### src/rtl/adc16dv160_pkg.sv
// adc16dv160_pkg
//   Shared types and helpers for the ADC16DV160 receive-side capture slice.
//   - SAMPLE_W / LANES : sample width and number of DDR lanes
//   - cap_state_t      : capture FSM state encoding
//   - ddr_merge()      : rebuilds one sample from the falling/rising DDR bytes
package adc16dv160_pkg;

    localparam int SAMPLE_W = 16;
    localparam int LANES    = 8;

    typedef enum logic [1:0] {
        IDLE    = 2'd0,
        CAPTURE = 2'd1,
        DRAIN   = 2'd2
    } cap_state_t;

    // Lane k carries odd bit 2k+1 on the falling phase and even bit 2k on the
    // rising phase. Flipping the MSB turns offset-binary into two's complement.
    function automatic logic [SAMPLE_W-1:0] ddr_merge(
        input logic [LANES-1:0] fall,
        input logic [LANES-1:0] rise,
        input logic             twos
    );
        logic [SAMPLE_W-1:0] w;
        w = {SAMPLE_W{1'b0}};
        for (int k = 0; k < LANES; k++) begin
            w[2*k+1] = fall[k];
            w[2*k]   = rise[k];
        end
        if (twos) begin
            w[SAMPLE_W-1] = ~w[SAMPLE_W-1];
        end else begin
            w[SAMPLE_W-1] = w[SAMPLE_W-1];
        end
        return w;
    endfunction

endpackage

### src/rtl/adc_sample_fifo.sv
// adc_sample_fifo
//   Synchronous first-word-fall-through FIFO. The head entry is visible on
//   pop_data whenever valid is high; pop consumes it at the clock edge.
//   Storage is cleared on reset so the read port shows zero after reset.
//   Ports:
//     clk, rst            : clock, synchronous active-high reset
//     push, push_data     : write request and data (ignored when full)
//     pop                 : consume head entry (ignored when empty)
//     pop_data, valid     : head entry and not-empty flag
//     occupancy           : number of stored entries (0..DEPTH)
module adc_sample_fifo #(
    parameter int WIDTH = 17,
    parameter int DEPTH = 16
) (
    input  logic                     clk,
    input  logic                     rst,
    input  logic                     push,
    input  logic [WIDTH-1:0]         push_data,
    input  logic                     pop,
    output logic [WIDTH-1:0]         pop_data,
    output logic                     valid,
    output logic [$clog2(DEPTH):0]   occupancy
);

    localparam int AW = $clog2(DEPTH);
    localparam logic [AW-1:0] PTR_STEP   = {{(AW-1){1'b0}}, 1'b1};
    localparam logic [AW:0]   CNT_STEP   = {{AW{1'b0}}, 1'b1};
    localparam logic [AW:0]   CNT_ZERO   = {(AW+1){1'b0}};
    localparam logic [AW:0]   FULL_COUNT = (AW+1)'(DEPTH);

    logic [WIDTH-1:0] mem_r [DEPTH];
    logic [AW-1:0]    wr_ptr_r;
    logic [AW-1:0]    rd_ptr_r;
    logic [AW:0]      count_r;
    logic             push_ok_s;
    logic             pop_ok_s;

    // Qualify requests against the current fill level.
    always_comb begin
        push_ok_s = push && (count_r != FULL_COUNT);
        pop_ok_s  = pop  && (count_r != CNT_ZERO);
    end

    // Storage, pointers and occupancy; push and pop may happen together.
    always_ff @(posedge clk) begin
        if (rst) begin
            wr_ptr_r <= {AW{1'b0}};
            rd_ptr_r <= {AW{1'b0}};
            count_r  <= CNT_ZERO;
            for (int i = 0; i < DEPTH; i++) begin
                mem_r[i] <= {WIDTH{1'b0}};
            end
        end else begin
            if (push_ok_s) begin
                mem_r[wr_ptr_r] <= push_data;
                wr_ptr_r        <= wr_ptr_r + PTR_STEP;
            end
            if (pop_ok_s) begin
                rd_ptr_r <= rd_ptr_r + PTR_STEP;
            end
            case ({push_ok_s, pop_ok_s})
                2'b10:   count_r <= count_r + CNT_STEP;
                2'b01:   count_r <= count_r - CNT_STEP;
                default: count_r <= count_r;
            endcase
        end
    end

    assign pop_data  = mem_r[rd_ptr_r];
    assign valid     = (count_r != CNT_ZERO);
    assign occupancy = count_r;

endmodule

### src/rtl/adc16dv160_capture.sv
// adc16dv160_capture
//   Rebuilds one 16-bit sample per clock from the ADC16DV160 DDR bytes,
//   captures a burst of num_samples samples into a small FIFO and streams
//   them out over AXI-Stream with tlast on the final sample.
//   Ports:
//     clk, rst               : ADC forwarded clock, synchronous active-high reset
//     d_fall, d_rise         : DDR byte pair from the input primitives
//     start, num_samples     : burst request and length (length 0 = empty burst)
//     busy, done             : burst in progress / completion pulse
//     overflow, drop_count   : sticky drop flag and saturating drop counter
//     m_tdata/m_tvalid/m_tready/m_tlast : AXI-Stream master
module adc16dv160_capture
    import adc16dv160_pkg::*;
#(
    parameter int DEPTH     = 16,
    parameter bit TWOS_COMP = 1'b1
) (
    input  logic                clk,
    input  logic                rst,
    input  logic [LANES-1:0]    d_fall,
    input  logic [LANES-1:0]    d_rise,
    input  logic                start,
    input  logic [23:0]         num_samples,
    output logic                busy,
    output logic                done,
    output logic                overflow,
    output logic [15:0]         drop_count,
    output logic [SAMPLE_W-1:0] m_tdata,
    output logic                m_tvalid,
    input  logic                m_tready,
    output logic                m_tlast
);

    localparam int OCC_W = $clog2(DEPTH) + 1;
    // One slot is always held back so the final (tlast) sample can never be lost.
    localparam logic [OCC_W-1:0] OCC_RESERVE = OCC_W'(DEPTH - 1);

    logic [SAMPLE_W-1:0] s1_r;
    cap_state_t          state_r;
    logic [23:0]         cnt_r;
    logic [23:0]         n_last_r;
    logic                busy_r;
    logic                done_r;
    logic                overflow_r;
    logic [15:0]         drop_count_r;

    logic                offer_s;
    logic                is_final_s;
    logic                push_s;
    logic                drop_s;
    logic                last_hs_s;
    logic [OCC_W-1:0]    occ_s;
    logic [SAMPLE_W:0]   fifo_out_s;
    logic                fifo_valid_s;

    // Stage S1: free-running sample register, loaded every cycle.
    always_ff @(posedge clk) begin
        if (rst) begin
            s1_r <= {SAMPLE_W{1'b0}};
        end else begin
            s1_r <= ddr_merge(d_fall, d_rise, TWOS_COMP);
        end
    end

    // Push/drop decision for the sample offered this cycle.
    always_comb begin
        offer_s    = (state_r == CAPTURE);
        is_final_s = offer_s && (cnt_r == n_last_r);
        last_hs_s  = (state_r == DRAIN) && fifo_valid_s && m_tready && fifo_out_s[SAMPLE_W];
        if (!offer_s) begin
            push_s = 1'b0;
            drop_s = 1'b0;
        end else if (is_final_s) begin
            push_s = 1'b1;
            drop_s = 1'b0;
        end else if (occ_s < OCC_RESERVE) begin
            push_s = 1'b1;
            drop_s = 1'b0;
        end else begin
            push_s = 1'b0;
            drop_s = 1'b1;
        end
    end

    // Burst control FSM with registered status outputs.
    always_ff @(posedge clk) begin
        if (rst) begin
            state_r      <= IDLE;
            cnt_r        <= 24'd0;
            n_last_r     <= 24'd0;
            busy_r       <= 1'b0;
            done_r       <= 1'b0;
            overflow_r   <= 1'b0;
            drop_count_r <= 16'd0;
        end else begin
            done_r <= 1'b0;
            case (state_r)
                IDLE: begin
                    if (start) begin
                        if (num_samples != 24'd0) begin
                            state_r      <= CAPTURE;
                            n_last_r     <= num_samples - 24'd1;
                            cnt_r        <= 24'd0;
                            overflow_r   <= 1'b0;
                            drop_count_r <= 16'd0;
                            busy_r       <= 1'b1;
                        end else begin
                            // Empty burst: acknowledge without producing data.
                            done_r <= 1'b1;
                        end
                    end
                end
                CAPTURE: begin
                    // The counter advances on every offered sample, pushed or dropped.
                    cnt_r <= cnt_r + 24'd1;
                    if (drop_s) begin
                        overflow_r <= 1'b1;
                        if (drop_count_r != 16'hFFFF) begin
                            drop_count_r <= drop_count_r + 16'd1;
                        end
                    end
                    if (is_final_s) begin
                        state_r <= DRAIN;
                    end
                end
                DRAIN: begin
                    if (last_hs_s) begin
                        state_r <= IDLE;
                        busy_r  <= 1'b0;
                        done_r  <= 1'b1;
                    end
                end
                default: begin
                    state_r <= IDLE;
                    busy_r  <= 1'b0;
                end
            endcase
        end
    end

    adc_sample_fifo #(
        .WIDTH (SAMPLE_W + 1),
        .DEPTH (DEPTH)
    ) u_fifo (
        .clk       (clk),
        .rst       (rst),
        .push      (push_s),
        .push_data ({is_final_s, s1_r}),
        .pop       (m_tready),
        .pop_data  (fifo_out_s),
        .valid     (fifo_valid_s),
        .occupancy (occ_s)
    );

    assign busy       = busy_r;
    assign done       = done_r;
    assign overflow   = overflow_r;
    assign drop_count = drop_count_r;
    assign m_tdata    = fifo_out_s[SAMPLE_W-1:0];
    assign m_tlast    = fifo_out_s[SAMPLE_W];
    assign m_tvalid   = fifo_valid_s;

endmodule

### config.mk
export PLATFORM = sky130hd
export DESIGN_NAME = adc16dv160_capture
export DESIGN_NICKNAME = d
export VERILOG_FILES = /design/src/rtl/adc16dv160_pkg.sv /design/src/rtl/adc_sample_fifo.sv /design/src/rtl/adc16dv160_capture.sv
export SDC_FILE = /design/constraint.sdc
export NUM_CORES = 1
export LEC_CHECK = 0
export ABC_CLOCK_PERIOD_IN_PS = 2870
export CAP_MARGIN = 20
export CORE_MARGIN = 2
export CORE_UTILIZATION = 55
export DETAILED_ROUTE_END_ITERATION = 8
export PLACE_DENSITY = 0.77
export SLEW_MARGIN = 20
export SYNTH_ARGS = -nofsm -noshare
export SYNTH_HDL_FRONTEND = slang
export SYNTH_SLANG_ARGS = --single-unit
### constraint.sdc
create_clock -name clk -period 2.87 [get_ports clk]
set_input_delay 0.574 -clock clk [delete_from_list [all_inputs] [get_ports clk]]
set_output_delay 0.574 -clock clk [all_outputs]
set_load 0.01 [all_outputs]
==> metrics.md, run 1 <==
| Metric | Value |
|---|---|
| Status | complete, but fails checks |
| Failing checks | negative setup slack |
| Met1 WL | 16.2 mm |
| H-tree depth | 2 |
| Async S/R FF share, synth | 0% |
| Drt pass-1 iters | 7 |
| Remaining DRCs | 0 |
| Routability Congestion | between 0.8 and 0.9 |
| Final Skew | 0.0210 ns |
| Worst setup margin | -0.228 ns |
| Initial antenna violation count | 0 |
| Slew HR | approximately 44% |
| Worst-Skew Late Latency | 0.54 ns |
| Die width | about 180 µm |
| Internal | approximately 10 mW |
| Clk buf depth | 3 |
| Sink Count | about 370 |
| WL met2 | 21.8 mm |
| Final Setup Violations | 18 |
| DRT Wirelength | between 40 and 50 mm |
| Critical path arrival | between 2 and 3 ns |
| Pwr/cell area | between 600 and 700 mW/mm² |
| Post-Syn Area | approximately 0.017 mm² |
| Worst-Margin Slew | 0.838 ns |
| CORE AREA | 0.0303 mm² |
| Final antenna-violating net count | 0 |
| Combinational share of power | between 10% and 20% |
| Ys Warns | 0 |
| Largest net degree at the start of global routing | 50 |
| Hold Path Cell Cnt | 2 |
| Startpoint Class | flop |
| Fmax | ~320 MHz |
| VDD IR-drop max | ~0.00043 V |
| Final Max Slew Viols | 0 |
| Sw Ratio | 25.0% |
| Reg clk slew, reported paths | ~0.06 ns |
| First-pass GRT wire length | roughly 67 mm |
| P_sw | ~3.5 mW |
| WL met3 | between 4 and 5 mm |
| Share of Yosys cell area claimed by the top area cell type | around half |
| CTS Hold Bufs | 0 |
| Overflow after GRT | 0 |
| CP Capture Type | output port |
| Ranking of synthesized cells by area | edfxtp_1 49%, dfxtp_1 12%, mux4_2 11%, nor2_1 7.2%, xor2_1 2.4% |
| Site row count | 64 |
| Share of cells above drive strength 1 | ~23% |
| R2r worst-path depth | 13 |
| Most common flop cell mapped by yosys | edfxtp_1 |
| Max Cap Viol | 0 |
| Total GRT Usage | between 20 and 30% |
| IO Port Bufs | 80 |
| Synth area leader | edfxtp_1 |
| Routed vias | ~12,000 |
| Mapped Avg Cell Area | roughly 13 µm² |
| Synth cell count leaders | 323 x nor2_1, 272 x edfxtp_1, 102 x dfxtp_1 |
| Leakage | roughly 7.2 nW |
| Antenna diodes | 0 |
| Number of synthesized flops with an enable pin | 272 |
| Vias per cell | 6.10 |
| CP max FO | 7 |
| Netlist cell types | between 50 and 60 |
| Mapped Cells | 1,325 |
| FF+latch count, synth | ~370 |
| Fin crit period | 3.10 ns |
| Pre-CTS setup slack | -0.309 ns |
| Vias in the first global route | between 10,000 and 15,000 |
| WL per Instance | around 23 µm |
| Post-synthesis sequential area ratio | between 60% and 70% |
| CTS tree | built |
| Worst reg2reg setup slack | -0.14 ns |
| Drt first-iter violations | between 1,000 and 1,500 |
| Top sig layer | met4 |
| Full die area | about 0.032 mm² |
| TritonCTS Buffers | 38 |
| Worst Setup Path Type | reg2out |
| Num ports | a little over 80 |
| Die span in y | 179 µm |
| Hpwl dp | 25.9 mm |
| Final Hold Viols | 0 |
| Clk root buf | clkbuf_16 |
| NumNets Final | between 1,500 and 2,000 |
| Layout area overhead | 21.1% |
| Tightest Hold Check Type | reg2reg |
| Count leader, synth | nor2_1 |
| Sequential power share | between 40% and 50% |
| Final core occ | 67.2% |
| Initial Util | a little under three fifths |
| RSZ-0062 raised after global routing | true |
| Synth Net Count | between 1,000 and 1,500 |
| Worst EP required | roughly 2.3 ns |
| Crit share post-route | 108% |
| Clock power frac | about 36% |
==> metrics by stage <==
step	setup TNS (ns)	total power [mW]	cells	hold WS [ns]	area, µm²
after floorplan	-0.00259	7.71	1325	0.458	16900
after global placement	-1.50	8.65	1818	0.483	18800
after detailed placement	-2.96	8.71	1818	0.495	18800
after CTS	-3.07	14.0	1902	0.505	20400
after global routing	-3.93	14.3	1904	0.510	20400
final	-2.95	13.9	1904	0.489	20400
==> worst paths after layout <==
| check | startpoint | end |
|---|---|---|
| worst min-delay path | n_last_r[20] | n_last_r[20] |
| worst max-delay path | flop | m_tdata[15] |
| worst max register to register | n_last_r[17] | u_fifo.occupancy[4] |
| worst min register to register | n_last_r[20] | n_last_r[20] |
==> layer usage <==
layer  vias up  GRT usage (%)
met5         -              0
met4         0           9.86
li1       5108              -
met2       704           47.8
met3       111           5.26
met1      5688           36.0
==> cell families after synthesis <==
| logic type | count (synthesis) | share of synthesized area, % |
|---|---|---|
| simple gates | 551 | 14.9 |
| buf+inv | 117 | 3.81 |
| fa+ha+maj | 13 | 1.01 |
| compound gates | 116 | 4.66 |
| mux | 89 | 11.6 |
| flops | 374 | 60.6 |
| xor+xnor | 65 | 3.38 |
==> placed cells by master, fill, tap and decap left out, types with 4 or more instances in the layout <==
cell type,Yosys,final
nor2_1,323,323
edfxtp_1,272,272
buf_4,0,99
dfxtp_1,102,98
mux4_2,85,85
clkdlybuf4s50_1,0,62
nand2_1,55,55
xor2_1,47,47
clkbuf_16,0,38
a21oi_1,32,30
or3_1,29,29
buf_12,0,29
nand2b_1,24,24
a211oi_1,22,22
nor2b_1,20,20
nor2_2,20,20
o21ai_0,20,20
xnor2_1,18,18
nand3_1,18,18
buf_6,24,16
nand4_1,13,13
inv_1,12,12
ha_1,12,11
clkbuf_1,43,11
a31o_2,10,10
nor3_1,10,10
nor4_1,11,9
a21o_1,8,8
and4_1,6,6
bufinv_16,0,6
clkinv_2,0,6
buf_16,0,6
or4_1,5,5
o31ai_1,5,5
and3_1,5,5
a41o_1,4,4
nor4_2,2,4
a311oi_1,4,4
clkinv_1,0,4
==> critical path, stage by stage, from the launching register on <==
cell and delay [ns]:
dfxtp_4 0.40, buf_12 0.14, buf_8 0.13, buf_16 0.14, mux4_2 0.50, mux4_2 0.52, buf_6 0.15
==> state kept, by name, indices dropped and copies added (netlist names), named ones only <==
| register | flops |
|---|---|
| u_fifo.rd_ptr_r | 4 |
| u_fifo.mem_r | 272 |
| overflow | 1 |
| u_fifo.wr_ptr_r | 4 |
| state_r | 2 |
| s1_r | 16 |
| n_last_r | 24 |
| drop_count | 16 |
| cnt_r | 24 |
| done | 1 |
| u_fifo.occupancy | 5 |
| busy | 1 |
==> power by group through the flow <==
stage / combinational, mW / sequential, mW / clock (mW)
final: 2.66 / 6.22 / 5.07
after global routing: 2.83 / 6.24 / 5.27
after CTS: 2.65 / 6.21 / 5.09
after detailed placement: 2.39 / 6.33 / 0
after global placement: 2.34 / 6.30 / 0
after floorplan: 1.45 / 6.26 / 0
==> timing repair <==
action,CTS,global route
gates cloned,6,0
setup endpoints to repair,19,30
gates resized for setup,95,9
pin swaps,1,7
buffers inserted,9,3
==> final cells by class <==
| cell class | count | area, µm² |
|---|---|---|
| timing repair buffer | 217 | 2330 |
| multi-input combinational | 834 | 6030 |
| tap | 396 | 495 |
| fill | 2023 | 9950 |
| clock inverter | 21 | 275 |
| inverter | 13 | 48.8 |
| clock buffer | 49 | 992 |
| sequential | 374 | 10200 |
No activity file was read; power rests on OpenSTA's default activity.
==> run 2, diff against run 1 <==
Settings changed: CORE_UTILIZATION 55 to 58, CTS_CLUSTER_SIZE set to 24, DONT_BUFFER_PORTS set to 1, PLACE_DENSITY 0.77 to 0.76.
==> run 2 against run 1 <==
  * The flow still finishes with violations (negative setup slack)
  * Worst setup slack gained 0.16 ns
  * Largest power group unchanged
  * Critical path depth rose by 7
  * Sequential power barely moved
  * Register-to-register slack better by 0.07 ns
  * Total power is 2.5% lower
  * Final cell count is 7.3% lower
  * Critical endpoint is now u_fifo.occupancy[4]
  * Design area down 5.4%
==> metrics.md, run 2 (same netlist as run 1, synthesis figures left out) <==
| Metric | Value |
|---|---|
| Status | complete, but fails checks |
| Failing checks | negative setup slack |
| Worst-Skew Late Latency | 0.54 ns |
| Initial antenna violation count | 0 |
| Die width | about 170 µm |
| Worst path slowest cell | fa_2 |
| Routability Congestion | around 0.84 |
| Startpoint Class | flop |
| CORE AREA | roughly 0.029 mm² |
| Antenna diodes | 0 |
| CTS Hold Bufs | 0 |
| Routed vias | about 11,000 |
| Most common cell after layout, fill and taps aside | nor2_1 |
| Total GRT Usage | around 28% |
| Largest register FFs | 272 |
| Clk root buf | clkbuf_16 |
| IO Port Bufs | 0 |
| Final Skew | 0.0211 ns |
| WL per Instance | between 20 and 25 µm |
| Final Hold Slack | about 0.11 ns |
| Pre-CTS setup slack | -0.117 ns |
| DRT Wirelength | roughly 43 mm |
| Hold_sp | rst |
| RSZ-0062 raised after global routing | true |
| Most frequent cells in the layout | 323 x nor2_1, 272 x edfxtp_1, 98 x dfxtp_1 |
| Fillers | 1,893 |
| Drt pass-1 iters | 5 |
| Final antenna-violating net count | 0 |
| Worst setup margin | -0.0680 ns |
| H-tree depth | 2 |
| CP startpoint | n_last_r[20] |
| Critical path arrival | roughly 3.4 ns |
| TritonCTS Buffers | 38 |
| Crit-path most repeated cell | xor2_1 |
| Finished Layout Cells | 1,765 |
| Pwr/cell area | 705 mW/mm² |
| Sink Count | ~370 |
| Placed cell count | 1,684 |
| Critical R2R Launch | n_last_r[20] |
| Hpwl dp | ~24 mm |
| Worst Setup Path Type | reg2reg |
| Reg clk slew, reported paths | 0.06 ns |
| Worst-Margin Slew | around 0.58 ns |
| Initial Util | slightly below 60% |
| First-pass GRT wire length | around 64 mm |
| Final Setup Violations | 14 |
| CP Capture Type | flop |
| Crit-path max cell delay | roughly 0.36 ns |
| Critical path, cell by cell | xor2_1 -> nor4_2 -> nand4_1 -> or2_4 -> a21oi_4 -> inv_2 -> ha_4 -> fa_2 -> a21o_1 -> a21oi_2 -> xor2_1 -> or3_1 -> a21oi_1 |
| Fmax | about 340 MHz |
| Max Cap Viol | 0 |
| Num ports | approximately 80 |
| CTS tree | built |
| Clk buf depth | 3 |
| Die span in y | between 150 and 200 µm |
| Drt first-iter violations | between 1,000 and 1,500 |
| Final Max Slew Viols | 0 |
| Vias per cell | about 6.3 |
| Site row count | between 60 and 70 |
| Worst EP required | 3.33 ns |
| Leakage | between 6 and 7 nW |
| Largest net degree at the start of global routing | 94 |
| Tightest Hold Check Type | in2reg |
| VDD IR-drop max | 0.000487 V |
| Remaining DRCs | 0 |
| Slew HR | roughly three fifths |
| Share of cells above drive strength 1 | 20.7% |
| CP max FO | 4 |
| Layout area overhead | 14.6% |
| NumNets Final | between 1,000 and 1,500 |
| Top Registers | u_fifo.mem_r: 272 flops, cnt_r: 24 flops, n_last_r: 24 flops |
| Largest reg by FF count | u_fifo.mem_r |
| Full die area | between 0.03 and 0.04 mm² |
| Fin crit period | roughly 2.9 ns |
| Final Hold Viols | 0 |
| Vias in the first global route | approximately 11,000 |
| Crit share post-route | 102% |
| Overflow after GRT | 0 |
| Final Total Pwr | about 14 mW |
## run 2: cell count changes in the layout (fill, tap and decap cells not counted), sizes merged
cell	delta
clkinv	-6
bufinv	-3
clkdlybuf4s50	-62
clkinvlp	-1
clkbuf	+14
buf	-69
## run 2: per-layer routing
layer	GRT usage, %	up-vias	part of all wire [%]
met3	5.05	108	10
met2	46.7	663	49
met4	10.4	0	3.9
li1	-	4853	-
met1	36.5	5454	37
met5	0	-	0
## run 2: power by group
group | switching [mW] | internal, mW | leakage, nW
logic | 1.18 | 1.14 | 2.37
clock network | 2.05 | 3.01 | 0.636
registers | 0.156 | 6.06 | 3.65
total | 3.38 | 10.2 | 6.66
## run 2: what timing repair did
item	in CTS	in global routing
buffers inserted	2	2
gates resized for setup	11	7
pin swaps	2	2
cloned	2	6
setup endpoints to repair	11	19
## run 2: path summary, 6_finish.rpt
kind	to	slack, ns	cells after the start
hold / removal	drop_count[1]	0.11	1
hold reg to reg	n_last_r[20]	0.47	2
setup reg to reg	u_fifo.occupancy[4]	-0.07	13
setup / recovery	u_fifo.occupancy[4]	-0.07	13
## run 2: critical path: cells and delay by family (launching register included)
family | cells | cell delay [ns]
buffers and inverters | 1 | 0.06
xor gates and xnor gates | 2 | 0.25
and+or+nand+nor | 4 | 1.11
adders and majority gates | 2 | 0.54
DFF | 1 | 0.32
AOI/OAI and AO/OA | 4 | 0.59
## run 2: per-stage QoR
stage,cell area (µm²),setup TNS (ns),utilization (%)
2_1_floorplan,16900,-0.00259,-
3_3_place_gp,17700,-0.0357,61.8
3_5_place_dp,17700,-0.231,61.8
4_1_cts,19100,-0.339,66.7
5_1_grt,19300,-1.41,67.4
6_report,19300,-0.592,67.4
## run 2: area by class of cell
type	instances	area, µm²	share of cell area, %
clock buffers	58	1140	5.89
inverters	13	48.8	0.253
multi-input cells	834	6040	31.3
flip-flops and latches	374	10200	53.0
well taps	384	480	2.49
repair buffers	91	1220	6.32
clock inverters	11	149	0.772
